--- src/rtl/dmem_arb_pkg.sv ---
// dmem_arb_pkg: shared definitions for the data-memory arbiter.
//   state_t    - sequencer states (IDLE, BEAT, RESP)
//   BEATS      - byte beats per 32-bit word access
//   BEAT_W     - width of the beat counter
//   beat_byte  - big-endian byte selection: beat 0 -> bits 31:24, beat 3 -> bits 7:0
// Optional feature macro used by the top: DMEM_ARB_ALIGN_CHECK_EN.
package dmem_arb_pkg;

    typedef enum logic [1:0] {
        ST_IDLE = 2'd0,
        ST_BEAT = 2'd1,
        ST_RESP = 2'd2
    } state_t;

    localparam int BEATS  = 4;
    localparam int BEAT_W = $clog2(BEATS);

    function automatic logic [7:0] beat_byte(input logic [31:0]       word,
                                             input logic [BEAT_W-1:0] beat);
        return word[8*(BEATS-1-int'(beat)) +: 8];
    endfunction

endpackage

--- src/rtl/dmem_arbiter_rr_arb2.sv ---
// rr_arb2: two-request round-robin arbiter.
// Ports:
//   clk, rst_n  - clock, asynchronous active-low reset
//   i_req[1:0]  - request lines of port 0 / port 1
//   i_capture   - a grant is being consumed this cycle; updates last-grant
//   o_gnt       - granted port index (only meaningful while any i_req is high)
// The last-grant register resets to port 1 so that port 0 wins the first tie.
module rr_arb2 (
    input  logic       clk,
    input  logic       rst_n,
    input  logic [1:0] i_req,
    input  logic       i_capture,
    output logic       o_gnt
);

    logic r_last;

    // On a tie hand the grant to the port not served last time; otherwise
    // the single requester wins.
    always_comb begin
        o_gnt = (&i_req) ? ~r_last : i_req[1];
    end

    always_ff @(posedge clk or negedge rst_n) begin
        if (!rst_n) begin
            r_last <= 1'b1;
        end else if (i_capture) begin
            r_last <= o_gnt;
        end
    end

endmodule

--- src/rtl/dmem_arbiter.sv ---
// dmem_arbiter: two-port arbiter and big-endian byte sequencer for a byte-wide
// data memory of 2^ADDR_W bytes. Each 32-bit word access is carried out as
// four byte beats (MSB byte first) on the memory port.
// Ports:
//   clk, rst_n                  - clock, asynchronous active-low reset
//   i_req0/1, i_we0/1           - request level and write flag per port
//   i_addr0/1, i_wdata0/1       - word byte address (MSB byte) and write word
//   o_ack0/1                    - one-cycle pulse when the request is captured
//   o_rvalid0/1                 - one-cycle pulse when the access completes
//   o_rdata, o_err              - read word / misalignment flag, valid with rvalid
//   o_busy                      - sequencer not idle
//   o_mem_addr/we/wdata         - byte memory port outputs
//   i_mem_rdata                 - byte read data, combinational from o_mem_addr
//   o_dbg_state                 - current sequencer state
// Handshake: a port holds req high until the edge that captures it; ack
// follows in the next cycle and req must drop no later than the cycle after
// ack unless a new request is intended. req is only looked at in IDLE/RESP.
// Macro DMEM_ARB_ALIGN_CHECK_EN: when defined, requests with addr[1:0] != 0
// are acked, skip all beats and complete with err = 1, rdata = 0.
module dmem_arbiter
    import dmem_arb_pkg::*;
#(
    parameter int ADDR_W = 5
) (
    input  logic              clk,
    input  logic              rst_n,
    input  logic              i_req0,
    input  logic              i_req1,
    input  logic              i_we0,
    input  logic              i_we1,
    input  logic [ADDR_W-1:0] i_addr0,
    input  logic [ADDR_W-1:0] i_addr1,
    input  logic [31:0]       i_wdata0,
    input  logic [31:0]       i_wdata1,
    output logic              o_ack0,
    output logic              o_ack1,
    output logic              o_rvalid0,
    output logic              o_rvalid1,
    output logic [31:0]       o_rdata,
    output logic              o_err,
    output logic              o_busy,
    output logic [ADDR_W-1:0] o_mem_addr,
    output logic              o_mem_we,
    output logic [7:0]        o_mem_wdata,
    input  logic [7:0]        i_mem_rdata,
    output logic [1:0]        o_dbg_state
);

    state_t              r_state;
    state_t              w_next;
    logic [BEAT_W-1:0]   r_beat;
    logic                r_port;
    logic                r_we;
    logic [ADDR_W-1:0]   r_addr;
    logic [31:0]         r_wdata;
    logic [31:0]         r_rdata;
    logic                r_ack0;
    logic                r_ack1;

    logic                w_gnt;
    logic                w_capture;
    logic                w_sel_we;
    logic [ADDR_W-1:0]   w_sel_addr;
    logic [31:0]         w_sel_wdata;
    logic                w_skip;
    logic                w_beat_active;

    // A new word can be taken whenever the sequencer is idle or finishing.
    assign w_capture   = ((r_state == ST_IDLE) || (r_state == ST_RESP)) &&
                         (i_req0 || i_req1);
    assign w_sel_we    = w_gnt ? i_we1    : i_we0;
    assign w_sel_addr  = w_gnt ? i_addr1  : i_addr0;
    assign w_sel_wdata = w_gnt ? i_wdata1 : i_wdata0;

    rr_arb2 u_arb (
        .clk       (clk),
        .rst_n     (rst_n),
        .i_req     ({i_req1, i_req0}),
        .i_capture (w_capture),
        .o_gnt     (w_gnt)
    );

`ifdef DMEM_ARB_ALIGN_CHECK_EN
    logic r_err;

    always_ff @(posedge clk or negedge rst_n) begin
        if (!rst_n) begin
            r_err <= 1'b0;
        end else if (w_capture) begin
            r_err <= (w_sel_addr[1:0] != 2'b00);
        end
    end

    // A rejected request passes through BEAT for a single cycle with the
    // memory port held quiet, giving rvalid one cycle after ack.
    assign w_skip = r_err;
    assign o_err  = r_err && (r_state == ST_RESP);
`else
    assign w_skip = 1'b0;
    assign o_err  = 1'b0;
`endif

    // State register
    always_ff @(posedge clk or negedge rst_n) begin
        if (!rst_n) begin
            r_state <= ST_IDLE;
        end else begin
            r_state <= w_next;
        end
    end

    // Next-state logic
    always_comb begin
        w_next = r_state;
        case (r_state)
            ST_IDLE, ST_RESP: w_next = w_capture ? ST_BEAT : ST_IDLE;
            ST_BEAT: begin
                if (w_skip || (r_beat == BEAT_W'(BEATS-1))) begin
                    w_next = ST_RESP;
                end
            end
            default:          w_next = ST_IDLE;
        endcase
    end

    // Output logic
    always_comb begin
        w_beat_active = (r_state == ST_BEAT) && !w_skip;
        o_mem_addr    = '0;
        o_mem_we      = 1'b0;
        o_mem_wdata   = 8'h00;
        if (w_beat_active) begin
            // Adding the beat index wraps at the top of memory.
            o_mem_addr = r_addr + {{(ADDR_W-BEAT_W){1'b0}}, r_beat};
            o_mem_we   = r_we;
            if (r_we) begin
                o_mem_wdata = beat_byte(r_wdata, r_beat);
            end
        end
        o_rvalid0   = (r_state == ST_RESP) && !r_port;
        o_rvalid1   = (r_state == ST_RESP) &&  r_port;
        o_busy      = (r_state != ST_IDLE);
        o_dbg_state = r_state;
    end

    // Request capture and byte assembly
    always_ff @(posedge clk or negedge rst_n) begin
        if (!rst_n) begin
            r_beat  <= '0;
            r_port  <= 1'b0;
            r_we    <= 1'b0;
            r_addr  <= '0;
            r_wdata <= '0;
            r_rdata <= '0;
            r_ack0  <= 1'b0;
            r_ack1  <= 1'b0;
        end else begin
            r_ack0 <= w_capture && !w_gnt;
            r_ack1 <= w_capture &&  w_gnt;
            if (w_capture) begin
                r_port  <= w_gnt;
                r_we    <= w_sel_we;
                r_addr  <= w_sel_addr;
                r_wdata <= w_sel_wdata;
                r_beat  <= '0;
                // Cleared here so writes and rejected requests report 0.
                r_rdata <= '0;
            end else if (w_beat_active) begin
                r_beat <= r_beat + BEAT_W'(1);
                if (!r_we) begin
                    r_rdata[8*(BEATS-1-int'(r_beat)) +: 8] <= i_mem_rdata;
                end
            end
        end
    end

    assign o_ack0  = r_ack0;
    assign o_ack1  = r_ack1;
    assign o_rdata = r_rdata;

endmodule
--- config.mk ---
export PLATFORM = sky130hd
export DESIGN_NAME = dmem_arbiter
export DESIGN_NICKNAME = d
export VERILOG_FILES = /design/src/rtl/dmem_arb_pkg.sv /design/src/rtl/dmem_arbiter_rr_arb2.sv /design/src/rtl/dmem_arbiter.sv
export SDC_FILE = /design/constraint.sdc
export NUM_CORES = 1
export LEC_CHECK = 0
export CORE_ASPECT_RATIO = 0.7
export CORE_MARGIN = 4
export CORE_UTILIZATION = 39
export DETAILED_ROUTE_END_ITERATION = 6
export HOLD_SLACK_MARGIN = 0.03
export PLACE_DENSITY = 0.72
export SYNTH_ARGS = -nofsm -noshare
export SYNTH_HDL_FRONTEND = slang
export SYNTH_HIERARCHICAL = 1
export SYNTH_SLANG_ARGS = --single-unit
export TNS_END_PERCENT = 20
--- constraint.sdc ---
create_clock -name clk -period 2.77 [get_ports clk]
set_input_delay 0.277 -clock clk [delete_from_list [all_inputs] [get_ports clk]]
set_output_delay 0.277 -clock clk [all_outputs]
set_load 0.05 [all_outputs]
* Word-level counts from Yosys, hierarchy flattened
Index checks and enable logic that the tools add are counted.
W data, S select, Z words.
** Storage, ports and cells
- Bits in registers :: 78
- Latch bits :: 0
- Bits in writable memories :: 0
- Memory bits (read-only) :: 0
- Input port bits :: 88
- Logic and storage cells :: 55
- Memories :: 0
** Operators by class
- Add/subtract/negate cells :: 4
- $mul :: 0
- Div/mod/pow operators :: 0
- $lt $le $gt $ge :: 0
- Eq/ne operators :: 5
- Shifts and indexed selects :: 3
- Mux-type cells :: 17
- Bitwise logic cells :: 1
- Reduce and logical (&&, ||, !) cells :: 15
** Operators by type and width (number)
- $mux W32 :: 4
- $neg A6 Y33 :: 1
- $shift A8 B33 Y32 const A :: 1
- $shiftx A8 B33 Y32 :: 1
- $bwmux W32 :: 1
- $shiftx A32 B6 Y8 :: 1
- $mux W8 :: 2
- $mux W5 :: 2
- $mux W2 :: 3
- $add A5 B2 Y5 :: 1
- $logic_and A1 B1 Y1 :: 5
- $eq A2 B2 Y1 const B :: 2
- $mux W1 :: 4
- $ne A2 B1 Y1 const B :: 2
- $pmux W2 S2 :: 1
- $reduce_and A2 Y1 :: 2
- $reduce_bool A2 Y1 :: 2
- $sub A2 B2 Y3 const A :: 1
- $add A2 B1 Y2 const B :: 1
- $eq A2 B1 Y1 const B :: 1
- $logic_not A1 Y1 :: 2
- $logic_not A2 Y1 :: 1
- $logic_or A1 B1 Y1 :: 2
- $reduce_or A2 Y1 :: 1
- $not A1 Y1 :: 1

* Depth between registers and ports, before layout
Gate-level depths: netlist (run 1).
- Word-level depth :: 7
- Gate-level depth with buffers :: 8

* Cells and area by module
Netlist (run 1), hierarchy kept.
** By module, submodules not included
- dmem_arbiter :: instances 1, cells an instance 333, area an instance 3747.3 um2, sequential area each 1926.8 um2
- rr_arb2 :: instances 1, cells an instance 3, area an instance 52.6 um2, sequential area each 26.3 um2

* Least setup slack after synthesis (run 1)
Ideal clock, no wire load.
- Path kind :: flip-flop to output port
- Start :: register r_beat[1]
- End :: output port o_mem_addr[4]
- Data arrival time :: 2.486 ns
- Path slack :: 0.007 ns
- Stages on the path, launching flop included :: 6
- Buffers on the path :: 1
- Cell sequence :: dfrtp_1 -> clkbuf_1 -> inv_1 -> fa_1 -> or3_1 -> a21oi_1
** On the way
- Longest elaborated chain between the ends :: 2
** RTL lines
- start: declaration :: line dmem_arbiter.sv:51 : logic [BEAT_W-1:0] r_beat;
- start signal: assignment :: line dmem_arbiter.sv:169 : r_beat <= r_beat + BEAT_W'(1);
- $add A5 B2 Y5 :: line dmem_arbiter.sv:134 : o_mem_addr = r_addr + {{(ADDR_W-BEAT_W){1'b0}}, r_beat};
- $mux W5 :: line dmem_arbiter.sv:132 : if (w_beat_active) begin
- end: declaration :: line dmem_arbiter.sv:42 : output logic [ADDR_W-1:0] o_mem_addr,
Every way passes these cells.

* Worst setup path after layout (run 1)
- Start :: register r_addr[0]
- End :: output port o_mem_addr[4]
** On the way
- Longest elaborated chain between the ends :: 2
** RTL lines
- start: declaration :: line dmem_arbiter.sv:54 : logic [ADDR_W-1:0] r_addr;
- start signal: assignment :: line dmem_arbiter.sv:163 : r_addr <= w_sel_addr;
- $add A5 B2 Y5 :: line dmem_arbiter.sv:134
- $mux W5 :: line dmem_arbiter.sv:132
Every way passes these cells.

==> impl_results.md, run 1 <==
* Syn_nets at 432
* Post-synth top area cell: dfrtp_1
* Final GP Congestion at 0.814
* Yosys reg bits at 78
* Netlist Area Pre-Place at around 3800 µm²
* Layout net count at ~570
* Post-synth top area share at about 51%
* Total gr overflow at 0
* Largest net degree at the start of global routing at a little under 90
* Fill count at 792
* Post-Place Setup Slack at 0.700 ns
* First-pass GRT wire length at 17.5 mm
* Post-route antenna net violation count at 0
* Largest delay share family, worst path: adder cells
* Initial Util at 40.9%
* Number of global-route vias before repair at 3256
* Area contributors post-synth: dfrtp_1, mux2i_1, o21ai_0, a22o_1, mux4_2
* Hold Fails Final Rpt at 0
* Crit path arrival time at 2.11 ns
* Deepest clock path buffer count at 2
* H-Tree Depth at 3
* Worst vdd ir at 0.739 mV
* Detail Placement HPWL at 8.13 mm
* Boundary Pins at approximately 140
* Slew headroom at 34.4%
* Dominant synthesized flop cell: dfrtp_1
* Worst Setup Path Type: flip-flop to output port
* Worst Setup End Kind: output port
* Async set or reset register ratio after synthesis at 100%
* Worst Tran Pin Value at just under 1 ns
* Final design utilization at 60.8%
* CP max FO at 3
* Setup Skew at 0.00654 ns
* Power density over the cells at roughly 1100 nW/µm²
* Critical Path Source Type: flip-flop
* Buffers on Ports at 140
* Cts repair resizes at 0
* Clk pin slew, worst setup/hold paths at 0.06 ns
* Fin crit period at 2.39 ns
* Global Route Usage Sum at approximately a fifth
* Commonest cells in the netlist: dfrtp_1, mux2i_1, o21ai_0, nand2_1, a22o_1
* CP max stage cell: fa_1
* Status: finished clean
* Synth cell types at 38
* DR DRC count at 0
* Min-delay worst type: primary input to asynchronous set/reset pin
* Post-synth EDFFs at 0
* Hold_buf cts at 0
* Ant diodes at 0
* Layout cells sized above 1 at 10.5%
* Routed WL per cell at 18.0 µm
* Die area at 11400 µm²
* Buffers & Inverters on Critical Path at 2
* Most common cell in the netlist: dfrtp_1
* Initial DRC count at 184
* Seq/Total Area, Yosys at 51.4%
* Via density at 5.16
* Syn-to-layout area delta at 48.7%
* Antenna violations before repair at 0
* Die H at approximately 91 µm
* Yosys synthesis warning count at 6
* Syn Area/Cell at 11.3 µm²
* Clock sinks at 78
* Delay of the slowest critical-path stage at roughly 0.41 ns
* Post-CTS setup buffer count at 0
* Fmax at 418 MHz
* Die width at 126 µm
* Post-Route WL at approximately 11 mm
* RSZ-0062 raised after global routing: false
* Core area at 9290 µm²
* Post-Syn Instances at 336
* Via count at 3087
* CTS tree: done
* Max-Cap Viols at 0
* P_leak at about 0.0025 µW
* Root Driver: clkbuf_16
* Final Setup Violations at 0
* CTS buffer count at 9
* Pre-antenna DRT Iters at 5
* Worst endpoint required time at between 2 and 2.5 ns
* Crit-path cells: ha_1, inv_1, fa_1, or3_1, a21oi_1, buf_12
* Fin crit share at 86.3%
* Clk_lat worst skew at 0.33 ns
* Final Max Slew Viols at 0
* Rows at 29
* Final WS setup at approximately 0.38 ns
* Post-route setup TNS at 0 ns
==> cell usage in the layout, fill, tap and decap left out, types with 2 or more instances in the layout <==
master | synthesis | final
dfrtp_1 | 77 | 77
nand2_1 | 41 | 41
clkbuf_1 | 11 | 2
clkdlybuf4s50_1 | 0 | 126
clkbuf_16 | 0 | 9
o21ai_0 | 42 | 42
inv_1 | 14 | 14
nor2_1 | 4 | 4
and2_1 | 3 | 3
buf_12 | 0 | 5
mux4_2 | 8 | 8
mux2i_1 | 46 | 46
nor2b_1 | 2 | 2
nand4_1 | 8 | 8
bufinv_16 | 0 | 2
or3_1 | 2 | 2
nor3b_4 | 2 | 2
nand3_1 | 2 | 2
clkinvlp_4 | 0 | 2
a21oi_1 | 6 | 6
a22o_1 | 24 | 24
ha_1 | 7 | 7
and3_1 | 8 | 8
buf_4 | 1 | 14
==> path summary, 6_finish.rpt <==
path / startpoint / to / slack [ns] / cells after the start
setup / recovery: r_addr[0]$_DFFE_PN0N_ / o_mem_addr[4] / 0.38 / 6
hold / removal: rst_n / r_wdata[8]$_DFFE_PN0N_ / 0.09 / 1
setup reg to reg: r_beat[0]$_DFFE_PN0N_ / o_rdata[4]$_DFFE_PN0P_ / 0.75 / 6
hold reg to reg: r_wdata[2]$_DFFE_PN0N_ / r_wdata[2]$_DFFE_PN0N_ / 0.47 / 2
max in group asynchronous: rst_n / o_rdata[18]$_DFFE_PN0P_ / 2.03 / 1
min in group clk: r_wdata[2]$_DFFE_PN0N_ / r_wdata[2]$_DFFE_PN0N_ / 0.47 / 2
==> final cells by class <==
type                            instances  area [µm²]  share of cell area (%)
Sequential cell                        78        1950                    34.6
Multi-Input combinational cell        220        1700                    30.1
Timing Repair Buffer                  145        1470                    26.0
Clock buffer                           11         233                    4.12
Tap cell                              124         155                    2.75
Clock inverter                          5        83.8                    1.48
Inverter                               15        56.3                   0.996
==> through the flow <==
step | cells | cell area (µm²) | hold WS [ns] | power [µW]
global placement | 582 | 5330 | 0.459 | 5150
global route | 598 | 5650 | 0.188 | 6830
detailed placement | 582 | 5330 | 0.465 | 5250
finish | 598 | 5650 | 0.0871 | 6450
floorplan | 336 | 3800 | -0.0186 | 4020
CTS | 598 | 5650 | 0.136 | 6520
==> worst reg2reg max path, stage by stage (launching register included) <==
cell     delay [ns]
dfrtp_1        0.34
buf_4          0.32
inv_1          0.12
ha_1           0.38
nor2b_1        0.43
nand4_1        0.16
mux2i_1        0.18
==> power by group <==
part	leakage, µW	internal [µW]	total (µW)	switching [µW]
Combinational	0.00138	1310	3310	1990
Clock	0.000146	791	1240	447
Sequential	0.00101	1580	1910	331
==> flip-flops by register name, indices dropped and copies added (netlist names) <==
name / cells
r_wdata: 32
o_dbg_state: 2
r_port: 1
r_addr: 5
r_we: 1
o_ack0: 1
o_ack1: 1
u_arb/r_last: 1
r_beat: 2
o_rdata: 32
==> per-layer routing <==
metal | vias to the layer above | part of all wire (%) | track usage [%]
li1 | 1464 | - | -
met1 | 1526 | 47 | 27.0
met2 | 87 | 46 | 30.0
met3 | 10 | 5.9 | 4.61
met4 | 0 | 1.0 | 5.27
met5 | - | 0 | 0
==> logic make-up (layout without fill, tap and decap cells) <==
family / Yosys count / in the layout / synth area share (%)
AO/OA/AOI/OAI: 77 / 77 / 13.3
XOR/XNOR: 1 / 1 / 0.231
adder cells (fa/ha/maj): 8 / 8 / 2.83
buffers and inverters: 38 / 176 / 4.18
flip-flops: 78 / 78 / 51.4
multiplexers: 55 / 55 / 17.3
other: 1 / 1 / 0.0987
AND/OR/NAND/NOR: 78 / 78 / 10.7
No activity file was read; power rests on OpenSTA's default activity.
==> run 2, diff against run 1 <==
--- a/config.mk
+++ b/config.mk
@@ -10,7 +10,8 @@
 export CORE_UTILIZATION = 39
 export DETAILED_ROUTE_END_ITERATION = 6
 export HOLD_SLACK_MARGIN = 0.03
-export PLACE_DENSITY = 0.72
+export PLACE_DENSITY = 0.75
+export SLEW_MARGIN = 20
 export SYNTH_ARGS = -nofsm -noshare
 export SYNTH_HDL_FRONTEND = slang
 export SYNTH_HIERARCHICAL = 1
==> constraint.sdc (replaced) <==
create_clock -name clk -period 2.12 [get_ports clk]
set_input_delay 0.212 -clock clk [delete_from_list [all_inputs] [get_ports clk]]
set_output_delay 0.212 -clock clk [all_outputs]
set_load 0.05 [all_outputs]
==> run 2 against run 1 <==
Compared with the run above:
- clock power rose by 14%
- hold slack better by 0.30 ns
- core utilization rose by 1.1 points
- power grew 31%
- largest cell class unchanged
- the run now ends with setup timing left
- via count about the same
==> impl_results.md, run 2 (synthesis results as in run 1) <==
* GR peak layer: met2
* Deepest clock path buffer count at 2 (unchanged)
* Max-Cap Viols at 0 (unchanged)
* Slew headroom at 54.3% (+20 points)
* Post-route antenna net violation count at 0 (unchanged)
* Largest net degree at the start of global routing at 89 (unchanged)
* Number of global-route vias before repair at 3180 (-2.3%)
* Final WS setup at -0.0182 ns (-0.397 ns)
* Global Route Usage Sum at 18.7% (-0.61 points)
* CTS buffer count at 9 (unchanged)
* CP max FO at 2 (-1)
* Rows at 29 (unchanged)
* H-Tree Depth at 3 (unchanged)
* CTS tree: done
* Most frequent cells in the layout: clkdlybuf4s50_1, dfrtp_1, mux2i_1
* Detail Placement HPWL at 7.95 mm (-2.3%)
* Worst endpoint required time at 1.91 ns (-0.58 ns)
* Final instance area at 5750 µm² (+1.8%)
* Hold slack final at 0.385 ns (+0.297 ns)
* P_leak at 0.00260 µW (+2.3%)
* Fmax at 468 MHz
* Placed Instances at 587 (+0.86%)
* Via count at 3088 (+0.032%)
* DR DRC count at 0 (unchanged)
* Commonest non-fill, non-tap cell in the layout: clkdlybuf4s50_1
* Cell Area, Placed at 5430 µm² (+1.9%)
* Worst vdd ir at 0.901 mV (+22%)
* Clk pin slew, worst setup/hold paths at 0.06 ns (about the same)
* Failing checks: setup timing
* Routed WL per cell at 17.6 µm (-2.0%)
* Clk_lat worst skew at 0.33 ns (about the same)
* Fill count at 791 (-0.13%)
* Root Driver: clkbuf_16
* Final Setup Violations at 2 (+2)
* Hold Fails Final Rpt at 0 (unchanged)
* Buffers on Ports at 140 (unchanged)
* Die H at 90.6 µm (unchanged)
* Initial Util at 40.9% (unchanged)
* Non-Filler Instances at 605 (+1.2%)
* Antenna violations before repair at 0 (unchanged)
* Crit path arrival time at 1.93 ns (-0.18 ns)
* Final Max Slew Viols at 0 (unchanged)
* Boundary Pins at 142 (unchanged)
* Fin crit share at 101%
* Pwr Total at 8430 µW (+31%)
* Via density at 5.10 (-1.1%)
* Critical Path Source Type: flip-flop
* Final GP Congestion at 0.790 (-3.0%)
* Die area at 11400 µm² (unchanged)
* Total gr overflow at 0 (unchanged)
* Core area at 9290 µm² (unchanged)
* R2R setup slack at 0.21 ns (-0.54 ns)
* Layout cells sized above 1 at 13.7% (+3.2 points)
* Worst Tran Pin Value at 0.685 ns (-0.299 ns)
* Ant diodes at 0 (unchanged)
* Die width at 126 µm (unchanged)
* Status: complete, but fails checks
* Min-delay worst type: primary input to asynchronous set/reset pin
* Syn-to-layout area delta at 51.3%
* Post-Place Setup Slack at 0.140 ns (-0.560 ns)
* M1 GR Usage at 27.0% (-0.041 points)
* Post-Route WL at 10.7 mm (-0.84%)
* Worst Setup End Kind: output port
* Setup Skew at 0.00532 ns (-0.00122 ns)
* RSZ-0062 raised after global routing: true
* Worst Setup Path Type: flip-flop to output port
* Met2 Use GR at 27.4% (-2.6 points)
* Layout net count at 573 (+1.4%)
* Met3 global-route usage at 5.02% (+0.41 points)
* Clock sinks at 78 (unchanged)
* First-pass GRT wire length at 17.0 mm (-3.2%)
* R2R cell count at 6 (unchanged)
* Fin crit period at 2.14 ns
* Power density over the cells at 1470 nW/µm² (+28%)
* Pre-antenna DRT Iters at 4 (-1)
* Initial DRC count at 263 (+43%)
run 2: changes by cell type in the layout (fill, tap and decap cells not counted), sizes merged:
cell	before	now
clkdlybuf4s50	126	122
bufinv	2	0
dlygate4sd3	0	1
clkinvlp	2	0
buf	19	29
clkbuf	11	14
dlymetal6s2s	0	1
run 2: final cells by class:
type	count	area (µm²)	area share (%)
tap	124	155	2.70
multi-input combinational	220	1740	30.2
clock inverter	1	5.00	0.0870
inverter	15	56.3	0.979
timing repair buffer	153	1580	27.5
clock buffer	14	264	4.59
sequential	78	1950	34.0
run 2: critical path, cell delays in order, from the launching register on:
cell	delay, ns
dfrtp_1	0.38
ha_2	0.20
inv_2	0.04
fa_2	0.34
or3_4	0.35
a21oi_4	0.16
buf_12	0.15
run 2: worst paths after layout:
check	startpoint	to
max in group asynchronous	rst_n	r_addr[0]$_DFFE_PN0N_
hold / removal	rst_n	o_rdata[3]$_DFFE_PN0P_
min in group clk	r_wdata[3]$_DFFE_PN0N_	r_wdata[3]$_DFFE_PN0N_
setup / recovery	r_beat[0]$_DFFE_PN0N_	o_mem_addr[4]
hold reg to reg	r_wdata[3]$_DFFE_PN0N_	r_wdata[3]$_DFFE_PN0N_
setup reg to reg	r_beat[0]$_DFFE_PN0N_	o_rdata[22]$_DFFE_PN0P_
run 2: repair_timing:
item,CTS,global route
setup buffers,2,0
endpoints found under the setup margin,10,12
hold buffers,1,0
pin swaps,5,3
hold endpoints to repair,35,0
gates resized for setup,7,2
run 2: where the power goes:
| group | leakage [µW] | total (µW) | internal, µW | switching [µW] |
|---|---|---|---|---|
| clock | 0.000133 | 1410 | 850 | 560 |
| sequential | 0.00101 | 2470 | 2060 | 405 |
| combinational | 0.00145 | 4550 | 1890 | 2660 |
| total | 0.00260 | 8430 | 4800 | 3630 |
run 2: per-layer routing:
metal	wire length [µm]	vias up
met4	140	0
met2	4730	110
met5	0	-
met1	5070	1488
li1	-	1478
met3	730	12
run 2: metrics by stage:
| step | TNS [ns] | utilization (%) |
|---|---|---|
| 6_report | -0.0355 | 61.9 |
| 2_1_floorplan | -0.0264 | - |
| 4_1_cts | -0.278 | 61.8 |
| 3_3_place_gp | 0 | 58.5 |
| 3_5_place_dp | 0 | 58.5 |
| 5_1_grt | -0.513 | 61.9 |
